<file path="src/rtl/sfx_arbiter.sv">
// Sound-effect arbiter: latches request pulses, grants the tone channel by
// fixed priority (bit 0 highest), plays each effect for DUR frames.
// Ports: system_clk_25MHz, rst_n (async low), frame_end, sfx_req[3:0],
//        sfx_mute -> tone_period[7:0], tone_en, active_id[1:0], busy,
//        pending[3:0]. All outputs are registered.
module sfx_arbiter #(
   parameter logic [7:0] TONE_0 = 8'd40,
   parameter logic [7:0] TONE_1 = 8'd20,
   parameter logic [7:0] TONE_2 = 8'd60,
   parameter logic [7:0] TONE_3 = 8'd90,
   parameter logic [3:0] DUR_0  = 4'd8,
   parameter logic [3:0] DUR_1  = 4'd4,
   parameter logic [3:0] DUR_2  = 4'd6,
   parameter logic [3:0] DUR_3  = 4'd2
) (
   input  logic       system_clk_25MHz,
   input  logic       rst_n,
   input  logic       frame_end,
   input  logic [3:0] sfx_req,
   input  logic       sfx_mute,
   output logic [7:0] tone_period,
   output logic       tone_en,
   output logic [1:0] active_id,
   output logic       busy,
   output logic [3:0] pending
);

   typedef enum logic [1:0] {IDLE, PLAY, GAP} state_t;

   state_t     state_q, state_d;
   logic [3:0] cnt_q, cnt_d;
   logic [3:0] pend_q, pend_d;
   logic [7:0] per_q, per_d;
   logic       en_q, en_d;
   logic [1:0] id_q, id_d;
   logic       busy_q, busy_d;

   logic [3:0] lowbit;
   logic [3:0] below;
   logic [3:0] id_oh;
   logic [3:0] req_q;
   logic [3:0] gmask;
   logic [1:0] k;
   logic       preempt;
   logic       grant;
   logic       retrig;

   function automatic logic [3:0] dur_of(input logic [1:0] i);
      logic [3:0] d;
      unique case (i)
         2'd0: d = DUR_0;
         2'd1: d = DUR_1;
         2'd2: d = DUR_2;
         default: d = DUR_3;
      endcase
      // A zero duration still plays for one frame.
      return (d == 4'd0) ? 4'd1 : d;
   endfunction

   function automatic logic [7:0] tone_of(input logic [1:0] i);
      logic [7:0] t;
      unique case (i)
         2'd0: t = TONE_0;
         2'd1: t = TONE_1;
         2'd2: t = TONE_2;
         default: t = TONE_3;
      endcase
      return t;
   endfunction

   // Isolate lowest set pending bit, so the decoder below is one-hot.
   assign lowbit = pend_q & (~pend_q + 4'd1);

   always_comb begin
      k = 2'd0;
      unique case (1'b1)
         lowbit[0]: k = 2'd0;
         lowbit[1]: k = 2'd1;
         lowbit[2]: k = 2'd2;
         lowbit[3]: k = 2'd3;
         default:   k = 2'd0;
      endcase
   end

   always_comb begin
      below = 4'b0000;
      unique case (id_q)
         2'd0: below = 4'b0000;
         2'd1: below = 4'b0001;
         2'd2: below = 4'b0011;
         default: below = 4'b0111;
      endcase
   end

   assign id_oh   = 4'b0001 << id_q;
   assign preempt = (state_q == PLAY) && |(pend_q & below);
   assign grant   = ((state_q == IDLE) && |pend_q) || preempt;
   assign gmask   = grant ? lowbit : 4'b0000;
   // A request for the playing id retriggers instead of queueing.
   assign req_q   = (state_q == PLAY) ? (sfx_req & ~id_oh) : sfx_req;
   assign retrig  = (state_q == PLAY) && |(sfx_req & id_oh);
   assign pend_d  = (pend_q | req_q) & ~gmask;

   always_comb begin
      state_d = state_q;
      cnt_d   = cnt_q;
      id_d    = id_q;
      per_d   = per_q;
      unique case (state_q)
         IDLE: begin
            if (grant) begin
               state_d = PLAY;
               cnt_d   = dur_of(k);
               id_d    = k;
               per_d   = tone_of(k);
            end
         end
         PLAY: begin
            // Preemption load overrides any frame decrement.
            if (preempt) begin
               cnt_d = dur_of(k);
               id_d  = k;
               per_d = tone_of(k);
            end else if (retrig) begin
               cnt_d = dur_of(id_q);
            end else if (frame_end) begin
               if (cnt_q <= 4'd1) begin
                  state_d = GAP;
                  cnt_d   = 4'd0;
                  id_d    = 2'd0;
                  per_d   = 8'd0;
               end else begin
                  cnt_d = cnt_q - 4'd1;
               end
            end
         end
         default: begin
            if (frame_end) state_d = IDLE;
         end
      endcase
      en_d   = (state_d == PLAY) && !sfx_mute;
      busy_d = (state_d != IDLE);
   end

   always_ff @(posedge system_clk_25MHz or negedge rst_n) begin
      if (!rst_n) begin
         state_q <= IDLE;
         cnt_q   <= 4'd0;
         pend_q  <= 4'd0;
         per_q   <= 8'd0;
         en_q    <= 1'b0;
         id_q    <= 2'd0;
         busy_q  <= 1'b0;
      end else begin
         state_q <= state_d;
         cnt_q   <= cnt_d;
         pend_q  <= pend_d;
         per_q   <= per_d;
         en_q    <= en_d;
         id_q    <= id_d;
         busy_q  <= busy_d;
      end
   end

   assign tone_period = per_q;
   assign tone_en     = en_q;
   assign active_id   = id_q;
   assign busy        = busy_q;
   assign pending     = pend_q;

endmodule

</file>
<file path="config.mk">
export PLATFORM = sky130hd
export DESIGN_NAME = sfx_arbiter
export DESIGN_NICKNAME = d
export VERILOG_FILES = /design/src/rtl/sfx_arbiter.sv
export SDC_FILE = /design/constraint.sdc
export NUM_CORES = 1
export LEC_CHECK = 0
export ABC_AREA = 1
export ABC_CLOCK_PERIOD_IN_PS = 4600
export CORE_UTILIZATION = 45
export CTS_CLUSTER_DIAMETER = 30
export DETAILED_ROUTE_END_ITERATION = 8
export GPL_ROUTABILITY_DRIVEN = 0
export PLACE_DENSITY = 0.76
export SLEW_MARGIN = 30
export SYNTH_ARGS = -nofsm -noshare
export SYNTH_HDL_FRONTEND = slang
export SYNTH_SLANG_ARGS = --single-unit
export TNS_END_PERCENT = 30
</file>
<file path="constraint.sdc">
create_clock -name system_clk_25MHz -period 4.6 [get_ports system_clk_25MHz]
set_input_delay 0.69 -clock system_clk_25MHz [delete_from_list [all_inputs] [get_ports system_clk_25MHz]]
set_output_delay 0.69 -clock system_clk_25MHz [all_outputs]
set_load 0.02 [all_outputs]
</file>
# Yosys cells after proc, flatten, opt, wreduce, memory -nomap -nowiden
# Index checks and enable logic that the tools add are counted.
# totals
word_cells,92
regBits,22
inputBits,8
# classes
n_eq_ne,11
reduce_logical,19
shift,1
magnitude_cmp,1
n_bitwise,9
add_sub_neg,2
mux,42
# op_table
operator,n
2-to-1 mux 4 bit,17
2-to-1 mux 8 bit,5
one-hot mux 4 bit (3 select lines),2
2-to-1 mux 2 bit,11
one-hot mux 7 bit (3 select lines),1
AND 4 bit,5
one-hot mux 8 bit (2 select lines),1
logical NOT 4 bit,3
NOT 4 bit,3
OR reduction 4 bit,3
one-hot mux 3 bit (3 select lines),1
"== test 2 x 1 -> 1 bit, second input constant",4
one-hot mux 2 bit (2 select lines),2
one-hot mux 4 bit (2 select lines),1
logical NOT 2 bit,3
"inequality test 3 bit, second input constant",2
one-hot mux 2 bit (3 select lines),1
AND reduction 5 bit,1
"adder 4 x 1 -> 4 bit, second input constant",1
"== test 2 bit, second input constant",2
"less-or-equal comparator 4 x 1 -> 1 bit, second input constant",1
logical AND 1 bit,4
"inequality test 4 bit, second input constant",1
bitwise OR 4 bit,1
other kinds (8),9

# Logic depth before layout (Yosys ltp)
# logic_depth
word_depth,12
ltp_mapped,12

# Worst setup path after synthesis
# Ideal clock, no wire load.
# synth_path
kind,reg-to-reg
startpoint,register id_q[0] (netlist: active_id[0])
endpoint,register id_q[0] (netlist: active_id[0])
required_time_ps,4477
stages_incl_launch_ff,9
setup_slack_ps,2954
n_path_buf,0
arrival_time_ps,1522
period_less_slack_ps,1646
setup_time_ps,123
cell_sequence,dfrtp_1 inv_1 ha_1 nand2_1 nand2_1 nor2_4 nand2_1 a21oi_4 o21ai_1
# synth_between
elab_chain_cells,8
word_cells_on_any_way,19
cone_classes,eq/ne: 6; shift: 1; mux: 3; bitwise: 2; reduce/logical: 7
# synth_rtl
item,line,rtl
start: declaration,35,"logic [1:0] id_q, id_d;"
start signal: assignment,160,id_q <= id_d;
== test 2 bit (tied with other cells),87,unique case (id_q)
one-hot mux 3 bit (3 select lines),87,
AND 4 bit,96,assign preempt = (state_q == PLAY) && |(pend_q & below);
OR reduction 4 bit,96,
logical AND 1 bit,96,
logical OR 1 bit,97,assign grant = ((state_q == IDLE) && |pend_q) || preempt;
inequality test 2 bit (no source line),n/a,
AND reduction 5 bit (no source line),n/a,
# Parallel ways exist; a longest one is shown, timed or not.
# A chain may end at the register's enable or synchronous reset.

# Final worst setup path
# layout_path
startpoint,register pend_q[2] (netlist: pending[2])
endpoint,output port pending[2]
# layout_lines
item,line,rtl
start: declaration,32,"logic [3:0] pend_q, pend_d;"
start signal: assignment,157,pend_q <= pend_d;
end: declaration,25,output logic [3:0] pending
# No word-level cell between the ends.

==> flow_summary_export.csv <==
group,metric,value,unit
route,drc,4,
critical_path,crit_fanout,6,
layout,final_nets,226,
sta,skew,0.00826,ns
critical_path,critPathTopFamily,"buffers and inverters",
route,routedWlPerCell,11.0,um
synthesis,netlist_area,1360,um2
synthesis,seq_area_frac_synth,0.350,
critical_path,crit_start,"pending[2]$_DFF_PN0_",
critical_path,slowest_delay,0.64,ns
layout,multi_input_area,703,um2
die,io_pins,24,
pwr,powerDensity,787,nW/um2
layout,fill_cells,266,
layout,drive_above_1_share,0.121,
synthesis,netlist_instances,184,
outcome,violations,"design-rule violations",
placed_design,place.detailed.hpwl,2050,um
sta,fmax,479,MHz
layout,finalNonFillerCells,237,
die,die_area,3240,um2
sta,period_minus_slack,2.09,ns
route,vias_per_cell,4.73,
cts,ctsLongestPathBuffers,2,
global_route,grt_usage,0.178,
sta,rsz0062_at_grt,"no",
route,vias,1122,
die,die_width,57.0,um
layout,syn_to_final_growth,18.0,%
sta,relSlewSlack,0.454,
pwr,leakage,0.841,nW
cts,numClockSinks,19,
layout,antenna_cells,0,
critical_path,r2r_start,"active_id[0]$_DFFE_PN0P_",
synthesis,yosysWarningCount,0,
route,firstDrtPassIters,6,
critical_path,cp.arrival,1.40,ns
sta,finalCritPeriodShare,0.454,
synthesis,avgSynthCellArea,7.38,um2
route,routed_wl,2610,um
global_route,grt_pass1_vias,1045,
die,core_area,2810,um2
global_route,grt_max_degree,20,
sta,hold_viol,0,
critical_path,cp.required,3.91,ns
critical_path,cpMaxStageDelayCell,"clkdlybuf4s50_1",
cts,numCtsBuffers,3,
layout,layout.area.seq,475,um2
route,drt_iter0_markers,64,
cts,cts_root_buffer,"clkbuf_4",
die,start_util,0.484,
cts,cts_resized,0,
sta,setup_violations,0,
cts,path_clk_slew,0.11,ns
route,ant_nets,0,
critical_path,path_class,"reg -> out",
placed_design,io_buffer_count,21,
run,max-cap-violations,0,
hold_path,hp-class,"reg -> reg",
die,die_h,57.0,um
cts,post-cts-setup-buffer-count,0,
critical_path,start_kind,"flip-flop",
sta,timing_worst_slew_pin_value,0.816,ns
global_route,antenna_found_initial,0,
critical_path,endpoint_kind,"output pin",
die,rows,19,
global_route,grt_pass1_wl,4400,um
sta,drv_slew,0,
cts,clk_latency,0.29,ns
hold_path,hp-start,"cnt_q[1]$_DFFE_PN0P_",
synthesis,ys_ff_latch,19,
global_route,grt_overflow,0,
pwr,vdd_drop_max,314,uV
sta,fin_tns_setup,0,ns
cts,cts_hold_buf,0,
critical_path,critPathBufInv,1,
outcome,status,"finished, violations left",
placed_design,dp.cells,233,
cts,htree_levels,1,
cts,cts_tree,"yes",
synthesis,synth_cell_type_count,28,
critical_path,crit_chain,"clkdlybuf4s50_1",
==> flip-flops by register name, indices dropped and copies added, names as in the netlist <==
register / cells
pending: 4
state_q: 2
tone_en: 1
tone_period: 5
active_id: 2
cnt_q: 4
busy: 1
==> power breakdown <==
| part | internal [W] | switching [W] | total, W | leakage, nW |
|---|---|---|---|---|
| Clock | 0.0000337 | 0.0000477 | 0.0000814 | 0.0150 |
| Combinational | 0.000331 | 0.000540 | 0.000871 | 0.600 |
| Sequential | 0.000248 | 0.0000627 | 0.000311 | 0.226 |
==> path summary, 6_finish.rpt <==
path / depth (start not counted) / end / slack (ns)
setup reg to reg: 8 / tone_period[4]$_DFFE_PN0P_ / 2.87
min in group asynchronous: 1 / cnt_q[0]$_DFFE_PN0P_ / 0.86
hold reg to reg: 2 / cnt_q[1]$_DFFE_PN0P_ / 0.50
setup / recovery: 1 / pending[2] / 2.51
hold / removal: 2 / cnt_q[1]$_DFFE_PN0P_ / 0.50
max in group asynchronous: 1 / pending[0]$_DFF_PN0_ / 3.23
==> cell usage after synthesis <==
library cell,number,share of area
nand2_4,1,0.0083
inv_2,7,0.019
a21oi_1,4,0.015
o21ai_0,3,0.011
dfrtp_1,19,0.35
nand3b_1,1,0.0055
o22ai_1,1,0.0046
nand2_1,54,0.15
o21ai_2,1,0.0064
nand4_1,2,0.0092
nor2_4,4,0.033
or2_2,1,0.0046
nor2_2,3,0.014
nand2_2,2,0.0092
buf_6,1,0.0083
a21boi_0,1,0.0055
o21ai_1,10,0.037
or2_1,1,0.0046
conb_1,1,0.0028
nand4_4,1,0.016
nand3_2,1,0.0074
inv_1,33,0.091
o211ai_1,1,0.0055
nor2_1,6,0.017
a21oi_4,1,0.012
ha_1,11,0.10
nand3_1,10,0.037
buf_4,3,0.017
==> worst register-to-register path, cell delays in order (launching register included) <==
cell     delay (ns)
dfrtp_1        0.43
inv_1          0.12
ha_1           0.23
nand2_1        0.06
nand2_1        0.13
nor2_4         0.16
nand2_1        0.13
a21oi_4        0.26
o21ai_1        0.09
==> layout make-up <==
cell class	count	share of cell area
tap	31	0.0242
clock buffer	4	0.0164
multi-input combinational	122	0.438
timing repair buffer	21	0.131
sequential	19	0.296
inverter	40	0.0936
==> per-layer routing <==
metal  global-route usage  vias to the layer above  wire, um  part of all wire
li1                     -                      598         -                 -
met1                0.250                      502      1390              0.53
met2                0.282                       20      1110              0.43
met3               0.0272                        2        82             0.031
met4               0.0592                        0        19            0.0073
met5                    0                        -         0                 0
==> layout by cell type, fill, tap and decap left out, drive strengths merged <==
| cell type | count |
|---|---|
| o21ai | 14 |
| or2 | 2 |
| ha | 11 |
| conb | 2 |
| inv | 40 |
| clkbuf | 4 |
| o22ai | 1 |
| nand4 | 3 |
| nor2 | 13 |
| nand2 | 57 |
| o211ai | 1 |
| dfrtp | 19 |
| nand3 | 11 |
| a21oi | 5 |
| clkdlybuf4s50 | 21 |
| a21boi | 1 |
| nand3b | 1 |
==> cells by family (layout without fill, tap and decap cells) <==
family,Yosys count,count (layout),synth area share
DFF,19,19,0.350
adders and majority gates,11,11,0.101
buffers and inverters,44,65,0.135
AOI/OAI and AO/OA,22,22,0.0967
and+or+nand+nor,87,87,0.314
other,1,2,0.00276
==> per-stage QoR <==
step / hold WS (ns) / setup slack (ns) / utilization / area, um2 / total power [W]
after floorplan: 0.394 / 2.95 / - / 1360 / 0.000957
after global placement: 0.465 / 2.57 / 0.562 / 1580 / 0.00117
after detailed placement: 0.474 / 2.52 / 0.562 / 1580 / 0.00119
after CTS: 0.499 / 2.51 / 0.572 / 1600 / 0.00128
after global routing: 0.547 / 2.46 / 0.572 / 1600 / 0.00140
final: 0.499 / 2.51 / 0.572 / 1600 / 0.00126
Note: power is estimated with default switching activity, not from simulation.
